[config.mk]
export PLATFORM = sky130hd
export DESIGN_NAME = stopwatch_ctrl
export DESIGN_NICKNAME = d
export VERILOG_FILES = /design/src/rtl/stopwatch_ctrl.sv
export SDC_FILE = /design/constraint.sdc
export NUM_CORES = 1
export LEC_CHECK = 0
export BUFFER_PORTS_ARGS = -buffer_cell sky130_fd_sc_hd__buf_4
export CORE_ASPECT_RATIO = 1.75
export CORE_MARGIN = 4
export CORE_UTILIZATION = 46
export CTS_CLUSTER_DIAMETER = 60
export CTS_CLUSTER_SIZE = 12
export DETAILED_ROUTE_END_ITERATION = 10
export PLACE_DENSITY = 0.78
export SLEW_MARGIN = 20
export SYNTH_ARGS = -nofsm -noshare
export SYNTH_HDL_FRONTEND = slang
export SYNTH_SLANG_ARGS = --single-unit
[constraint.sdc]
create_clock -name master_clk -period 3 [get_ports master_clk]
set_input_delay 0.3 -clock master_clk [delete_from_list [all_inputs] [get_ports master_clk]]
set_output_delay 0.3 -clock master_clk [all_outputs]
set_load 0.1 [all_outputs]
[src/rtl/stopwatch_ctrl.sv]
// MM:SS stopwatch control: run/pause/adjust FSM, BCD minutes/seconds datapath and
// blink mask generation for the seven-segment display mux.
module stopwatch_ctrl #(
  parameter int SYNC_STAGES = 2,
  parameter int MAX_SEC     = 59,
  parameter int MAX_MIN     = 59
) (
  input  logic       master_clk,
  input  logic       rst,
  input  logic       one_hz_clk,
  input  logic       two_hz_clk,
  input  logic       blinky_clk,
  input  logic       pause_btn,
  input  logic       clr_btn,
  input  logic       adj_sw,
  input  logic       sel_sw,
  output logic [3:0] min_tens,
  output logic [3:0] min_ones,
  output logic [3:0] sec_tens,
  output logic [3:0] sec_ones,
  output logic [3:0] blank,
  output logic [1:0] mode
);

  typedef enum logic [1:0] {
    RUN    = 2'b00,
    PAUSED = 2'b01,
    ADJUST = 2'b10
  } state_e;

  state_e state_q, resume_q;

  logic [SYNC_STAGES-1:0] pauseSync_q, clrSync_q, adjSync_q, selSync_q;
  logic pausePrev_q, clrPrev_q, oneHzPrev_q, twoHzPrev_q;
  logic pauseEdge, clrEdge, oneHzTick, twoHzTick, adjOn, selSec;

  logic [3:0] minTens_q, minOnes_q, secTens_q, secOnes_q;
  logic [3:0] minTens_d, minOnes_d, secTens_d, secOnes_d;
  logic [8:0] secInc, minInc;
  logic [3:0] blank_q;

  // Returns {wrap, tens, ones}; anything at or past the terminal value wraps to 00.
  function automatic logic [8:0] bcdInc(input logic [3:0] tens, input logic [3:0] ones,
                                        input int maxVal);
    int value;
    value = int'(tens) * 10 + int'(ones);
    if (value >= maxVal) begin
      return 9'b1_0000_0000;
    end else if (ones >= 4'd9) begin
      return {1'b0, tens + 4'd1, 4'd0};
    end else begin
      return {1'b0, tens, ones + 4'd1};
    end
  endfunction

  always_ff @(posedge master_clk or posedge rst) begin
    if (rst) begin
      pauseSync_q <= '0;
      clrSync_q   <= '0;
      adjSync_q   <= '0;
      selSync_q   <= '0;
      pausePrev_q <= 1'b0;
      clrPrev_q   <= 1'b0;
      oneHzPrev_q <= 1'b0;
      twoHzPrev_q <= 1'b0;
    end else begin
      pauseSync_q <= {pauseSync_q[SYNC_STAGES-2:0], pause_btn};
      clrSync_q   <= {clrSync_q[SYNC_STAGES-2:0], clr_btn};
      adjSync_q   <= {adjSync_q[SYNC_STAGES-2:0], adj_sw};
      selSync_q   <= {selSync_q[SYNC_STAGES-2:0], sel_sw};
      pausePrev_q <= pauseSync_q[SYNC_STAGES-1];
      clrPrev_q   <= clrSync_q[SYNC_STAGES-1];
      oneHzPrev_q <= one_hz_clk;
      twoHzPrev_q <= two_hz_clk;
    end
  end

  assign pauseEdge = pauseSync_q[SYNC_STAGES-1] & ~pausePrev_q;
  assign clrEdge   = clrSync_q[SYNC_STAGES-1] & ~clrPrev_q;
  assign oneHzTick = one_hz_clk & ~oneHzPrev_q;
  assign twoHzTick = two_hz_clk & ~twoHzPrev_q;
  assign adjOn     = adjSync_q[SYNC_STAGES-1];
  assign selSec    = selSync_q[SYNC_STAGES-1];

  assign secInc = bcdInc(secTens_q, secOnes_q, MAX_SEC);
  assign minInc = bcdInc(minTens_q, minOnes_q, MAX_MIN);

  // Clear has priority over both count and adjust; adjust never carries between fields.
  always_comb begin
    minTens_d = minTens_q;
    minOnes_d = minOnes_q;
    secTens_d = secTens_q;
    secOnes_d = secOnes_q;
    if (clrEdge) begin
      minTens_d = 4'd0;
      minOnes_d = 4'd0;
      secTens_d = 4'd0;
      secOnes_d = 4'd0;
    end else if (state_q == RUN && oneHzTick) begin
      {secTens_d, secOnes_d} = secInc[7:0];
      if (secInc[8]) begin
        {minTens_d, minOnes_d} = minInc[7:0];
      end
    end else if (state_q == ADJUST && twoHzTick) begin
      if (selSec) begin
        {secTens_d, secOnes_d} = secInc[7:0];
      end else begin
        {minTens_d, minOnes_d} = minInc[7:0];
      end
    end
  end

  always_ff @(posedge master_clk or posedge rst) begin
    if (rst) begin
      minTens_q <= 4'd0;
      minOnes_q <= 4'd0;
      secTens_q <= 4'd0;
      secOnes_q <= 4'd0;
    end else begin
      minTens_q <= minTens_d;
      minOnes_q <= minOnes_d;
      secTens_q <= secTens_d;
      secOnes_q <= secOnes_d;
    end
  end

  // Mode FSM; resume_q remembers where to return when the adjust switch drops.
  always_ff @(posedge master_clk or posedge rst) begin
    if (rst) begin
      state_q  <= RUN;
      resume_q <= RUN;
      blank_q  <= 4'b0000;
    end else begin
      case (state_q)
        RUN: begin
          if (adjOn) begin
            state_q  <= ADJUST;
            resume_q <= RUN;
          end else if (pauseEdge) begin
            state_q <= PAUSED;
          end
        end
        PAUSED: begin
          if (adjOn) begin
            state_q  <= ADJUST;
            resume_q <= PAUSED;
          end else if (pauseEdge) begin
            state_q <= RUN;
          end
        end
        ADJUST: begin
          if (!adjOn) begin
            state_q <= resume_q;
          end
        end
        default: state_q <= RUN;
      endcase

      if (state_q == ADJUST && blinky_clk) begin
        blank_q <= selSec ? 4'b0011 : 4'b1100;
      end else begin
        blank_q <= 4'b0000;
      end
    end
  end

  assign min_tens = minTens_q;
  assign min_ones = minOnes_q;
  assign sec_tens = secTens_q;
  assign sec_ones = secOnes_q;
  assign blank    = blank_q;
  assign mode     = state_q;

endmodule

======== After elaboration in Yosys (flattened, before gate mapping) ========
Index checks and enable logic that the tools add are counted.
cells by class
  add/sub/neg operators ................... 6
  multipliers ............................. 2
  order comparisons ....................... 4
  equality and inequality tests ........... 9
  muxes and demuxes ....................... 33
  bitwise logic cells ..................... 8
  reduce and logical (&&, ||, !) cells .... 11
operators by type and width
  kind                 number
  $mux 4               20
  $mux 8               3
  $add 8x4->9          2
  $ge 9x6->1 const B   2
  $add 4x1->4 const B  4
  $mul 4x3->7 const B  2
  $mux 2               7
  $mux 9               1
  $ne 3x3->1 const B   3
  $reduce_and 3->1     3
  $ge 4x4->1 const B   2
  $ne 2x2->1 const B   3
  $pmux 2 s3           1
  $reduce_bool 3->1    2
  $and 1x1->1          4
  $not 1->1            4
  $pmux 2 s2           1
  $logic_and 1x1->1    3
  $ne 3x1->1 const B   1
  $eq 2x1->1 const B   1
  $eq 2x2->1 const B   1
  $logic_not 2->1      1
  $reduce_and 2->1     1
  $reduce_bool 2->1    1
storage, ports and cells
  register bits after elaboration ......... 36
  input port bits ......................... 9
  output and inout bits ................... 22
  logic and storage cells ................. 88

======== Logic depth before layout (Yosys ltp) ========
  word-level depth ........................ 8
  gate-level depth with buffers ........... 11
  depth with buffers taken out ............ 10

======== Worst setup path before layout ========
OpenSTA, ideal clock, no wires.
  kind .................................... reg-to-reg
  start point ............................. reg secTens_q[3], in the netlist sec_tens[3]
  end point ............................... reg minTens_q[1], in the netlist min_tens[1]
  library setup time ...................... 0.124 ns
  data arrival time ....................... 3.380 ns
  data required time ...................... 2.876 ns
  slack ................................... -0.503 ns
  stages on the path, launching flop included .. 12
  path buffers ............................ 1
  period minus slack after synthesis ...... 3.503 ns
  cells stage by stage .................... dfrtp_1 -> ha_1 -> ha_1 -> inv_1 -> fa_1 -> and3b_1 -> nand4b_1 -> nor4bb_1 -> o31ai_1 -> buf_4 -> nor2_2 -> a32o_1
on the way
  longest elaborated chain between the ends .. 6
ends and longest elaborated chain
  item                        line  text
  start: declaration          37    logic [3:0] minTens_q, minOnes_q, secTens_q, secOnes_q;
  start signal: assignment    122   secTens_q <= secTens_d;
  $mul 4x3->7                 46    value = int'(tens) * 10 + int'(ones);
  $add 8x4->9                 46
  $ge 9x6->1                  47    if (value >= maxVal) begin
  $mux 9                      47
  $ne 3x3->1 (no line)        n/a
  $reduce_and 3->1 (no line)  n/a
  end signal: assignment      120   minTens_q <= minTens_d;
  end: declaration            37
Every way passes these cells.
A chain may end at the register's enable or synchronous reset.

======== Worst setup path after layout ========
  start point ............................. reg secTens_q[3], in the netlist sec_tens[3]
  end point ............................... reg secOnes_q[2], in the netlist sec_ones[2]
on the way
  longest elaborated chain between the ends .. 8
ends and longest elaborated chain
  item                    line  text
  $mul 4x3->7 (*)         46
  $add 8x4->9 (*)         46
  $ge 9x6->1 (*)          47
  $mux 9 (*)              47
  $mux 4                  105   if (selSec) begin
  $mux 4                  104   end else if (state_q == ADJUST && twoHzTick) begin
  $mux 4 (*)              99    end else if (state_q == RUN && oneHzTick) begin
  $mux 4 (*)              94    if (clrEdge) begin
  end signal: assignment  123   secOnes_q <= secOnes_d;
  end: declaration        37
Every way passes the cells marked *; elsewhere a longest branch is shown, timed or not. The select of a mux whose other input is x is not followed.

==> results.toml <==
[outcome]
status = "finished, final reports clean"

[clocking]
clk_path_buf_depth = 2
htree_levels = 2
ctsRootBufferMaster = "clkbuf_8"
cts_buffers = 5
clk_latency_ns = 0.29
cts_tree = "done"
clkTransAtPathRegs_ns = 0.07
cts_sinks = 33

[pwr]
netSwitchingFraction_pct = 50.5
p_sw_mw = 1.07
share_comb_of_total_power_pct = 54.0
cellPowerDensity_nw_per_um2 = 798
pwr-share-clk_pct = 16.8
p_seq_share_pct = 29.2
intPower_mw = 1.05
irDropWorstVdd_uv = 617
leakagePower_nw = 1.29
fin_total_pwr_mw = 2.12

[layout]
layout_commonest_cell = "buf_4"
fin_area_um2 = 2650
diodes = 0
area_delta_synth_final_pct = 26.5
layout_common_cells = "buf_4, dfrtp_1, ha_1"
fillerInstances = 401
final_util_pct = 60.3
nets = 288
layout-drive-gt1-share_pct = 33.5

[worst_setup_path]
crit_path_frequent_cell = "ha_4"
crit_type = "flop to flop"
r2r_setup_slack_ns = 0.08
r2r_end = "sec_ones[2]$_DFFE_PP0P_"
path_cells = "ha_4, ha_4, inv_2, fa_1, and3b_2, nand4b_1, nor4bb_2, or3b_4, nor2_1, a32o_1"
critPathMaxStageDelay_ns = 0.51
cp.required_ns = 3.18
critPathCaptureType = "flop"
reg2reg_depth = 10
slowest_stage = "fa_1"
arrival_ns = 3.09
worstPathMaxFanout = 10
cp_num_buf_inv = 1
critPathLaunchType = "flop"
crit_family = "simple AND/OR/NAND/NOR gates"
reg2reg_from = "sec_tens[3]$_DFFE_PP0P_"

[detailed_routing]
drcViolationCount = 0
antenna_left = 0
postRouteWirelength_um = 4430
routedWlPerCell_um = 14.5
dr.pass1.iters = 4
drtIter0Drc = 60
via_per_inst = 5.64
via_count = 1721

[sta]
relSlewSlack_pct = 37.2
min_period_ns = 2.92
finalCritPeriodShare_pct = 97.3
setup_viol = 0
finClkSkew_ns = 0.00841
fmaxAchievable_mhz = 343
grt_setup_unrepaired = "true"
worst_slew_pin_slew_ns = 0.936
slew_viol_final = 0
report.final.hold_viol_count = 0

[logic_synthesis]
yosys.cell_types.count = 55
synthCells = 204
synth-edff-count = 0
async_reset_ff_share_pct = 100
synth_top_area_share_pct = 39.4
yosysWarnings = 0
synth_area_leaders = "dfrtp_1, ha_1, fa_1, inv_1, nand2_1"
synth.largest_area_cell = "dfrtp_1"
syn_avg_cell_area_um2 = 10.3
ys_seq_area_share_pct = 39.4
synth_seq_cells = 33
syn_area_um2 = 2100
synth_ff_type = "dfrtp_1"
syn_nets = 239

[flow_run]
drv_cap = 0

[placed_design]
gp_congestion = 0.828
placed_area_um2 = 2490
hpwl_um = 3370
portBuffers = 30

[global_route]
grt_pass1_vias = 1789
grt_start_max_net_pins = 28
grt-ovfl-total = 0
track_usage_pct = 17.1
antenna_found_initial = 0
grt_first_pass_wirelength_um = 7690

[hold_path]
min_path_type = "primary input to asynchronous set/reset pin"

[floorplanning]
ioPinCount = 31
start_util_pct = 47.6
die_h_um = 97.3
fp.coreArea_um2 = 4400
die_area_um2 = 5750
fp.dieW_um = 59.1
num_rows = 32
==> kinds of logic (layout without fill, tap and decap cells) <==
| logic type | count (synthesis) | after routing | share of synthesized area [%] |
|---|---|---|---|
| xor+xnor | 3 | 3 | 1.25 |
| buf+inv | 20 | 70 | 4.47 |
| simple gates | 71 | 71 | 19.0 |
| fa+ha+maj | 26 | 26 | 16.9 |
| mux | 2 | 2 | 1.01 |
| compound gates | 49 | 49 | 18.0 |
| flops | 33 | 33 | 39.4 |
==> power by group through the flow <==
stage	Clock, mW	Combinational [mW]	Sequential [mW]
6_report	0.357	1.14	0.618
5_1_grt	0.388	1.23	0.636
3_3_place_gp	0	1.12	0.627
4_1_cts	0.367	1.14	0.620
2_1_floorplan	0	0.398	1.09
3_5_place_dp	0	1.14	0.628
==> registers in the layout, summed over array words and instances, names as in the netlist <==
register	cells
min_ones	4
min_tens	4
sec_ones	4
sec_tens	4
adjSync_q	2
blank	2
clrSync_q	2
mode	2
pauseSync_q	2
selSync_q	2
clrPrev_q	1
oneHzPrev_q	1
pausePrev_q	1
resume_q	1
twoHzPrev_q	1
==> stage by stage <==
step	cells	setup TNS (ns)	hold slack (ns)	setup WS, ns
floorplan	204	0	0.331	0.00702
global placement	292	0	0.334	0.0621
detailed placement	292	0	0.336	0.0294
CTS	300	0	0.105	0.00490
global route	305	-0.472	0.101	-0.0753
finish	305	0	0.107	0.0824
==> timing repair <==
action / CTS / global route
setup buffers: 0 / 5
hold endpoints to repair: 0 / 0
hold buffers: 0 / 0
setup endpoints to repair: 0 / 11
gates resized for setup: 0 / 8
==> cell type report <==
| class | instances | area, um^2 | share of cell area [%] |
|---|---|---|---|
| inverter | 16 | 60.1 | 2.26 |
| clock inverter | 2 | 13.8 | 0.519 |
| multi-input combinational | 151 | 1240 | 46.6 |
| sequential | 33 | 851 | 32.1 |
| tap | 51 | 63.8 | 2.40 |
| clock buffer | 6 | 82.6 | 3.11 |
| timing repair buffer | 46 | 345 | 13.0 |
==> layer usage <==
| layer | global-route usage (%) | vias to the layer above | routed length (um) |
|---|---|---|---|
| li1 | - | 832 | - |
| met1 | 17.5 | 837 | 1570 |
| met2 | 31.3 | 38 | 2560 |
| met3 | 3.32 | 14 | 154 |
| met4 | 8.38 | 0 | 148 |
| met5 | 0 | - | 0 |
==> worst register-to-register path: stages, from the launching register on <==
cell and delay [ns]:
dfrtp_4 0.49, ha_4 0.28, ha_4 0.13, inv_2 0.03, fa_1 0.51, and3b_2 0.24, nand4b_1 0.10, nor4bb_2 0.40
or3b_4 0.29, nor2_1 0.07, a32o_1 0.26
==> worst max-delay path by stage <==
stage | start | end | slack, ns | cells past startpoint
final | sec_tens[3]$_DFFE_PP0P_ | sec_ones[2]$_DFFE_PP0P_ | 0.08 | 10
after global routing | sec_tens[1]$_DFFE_PP0P_ | sec_ones[2]$_DFFE_PP0P_ | -0.08 | 10
after CTS | sec_tens[3]$_DFFE_PP0P_ | sec_tens[2]$_DFFE_PP0P_ | 0.005 | 10
after detailed placement | sec_tens[3]$_DFFE_PP0P_ | sec_tens[2]$_DFFE_PP0P_ | 0.03 | 10
after global placement | sec_tens[1]$_DFFE_PP0P_ | sec_ones[3]$_DFFE_PP0P_ | 0.06 | 10
after floorplan | sec_tens[1]$_DFFE_PP0P_ | sec_ones[2]$_DFFE_PP0P_ | 0.007 | 11
==> synthesized netlist by cell type (all sizes together), types with 2 or more instances <==
library cell and count:
dfrtp 33, ha 22, inv 16, nand2 16
nor2 14, a21oi 8, nor2b 8, o21ai 8
a21o 7, buf 4, fa 4, nand3 4
a22o 3, a31oi 3, a32o 3, and2 3
nand2b 3, nor3 3, nor4 3, a211oi 2
a21boi 2, and2b 2, and3 2, and3b 2
nor4b 2, nor4bb 2, o2bb2ai 2, o31ai 2
o32ai 2, xnor2 2
Power figures use the tool's default switching activity.
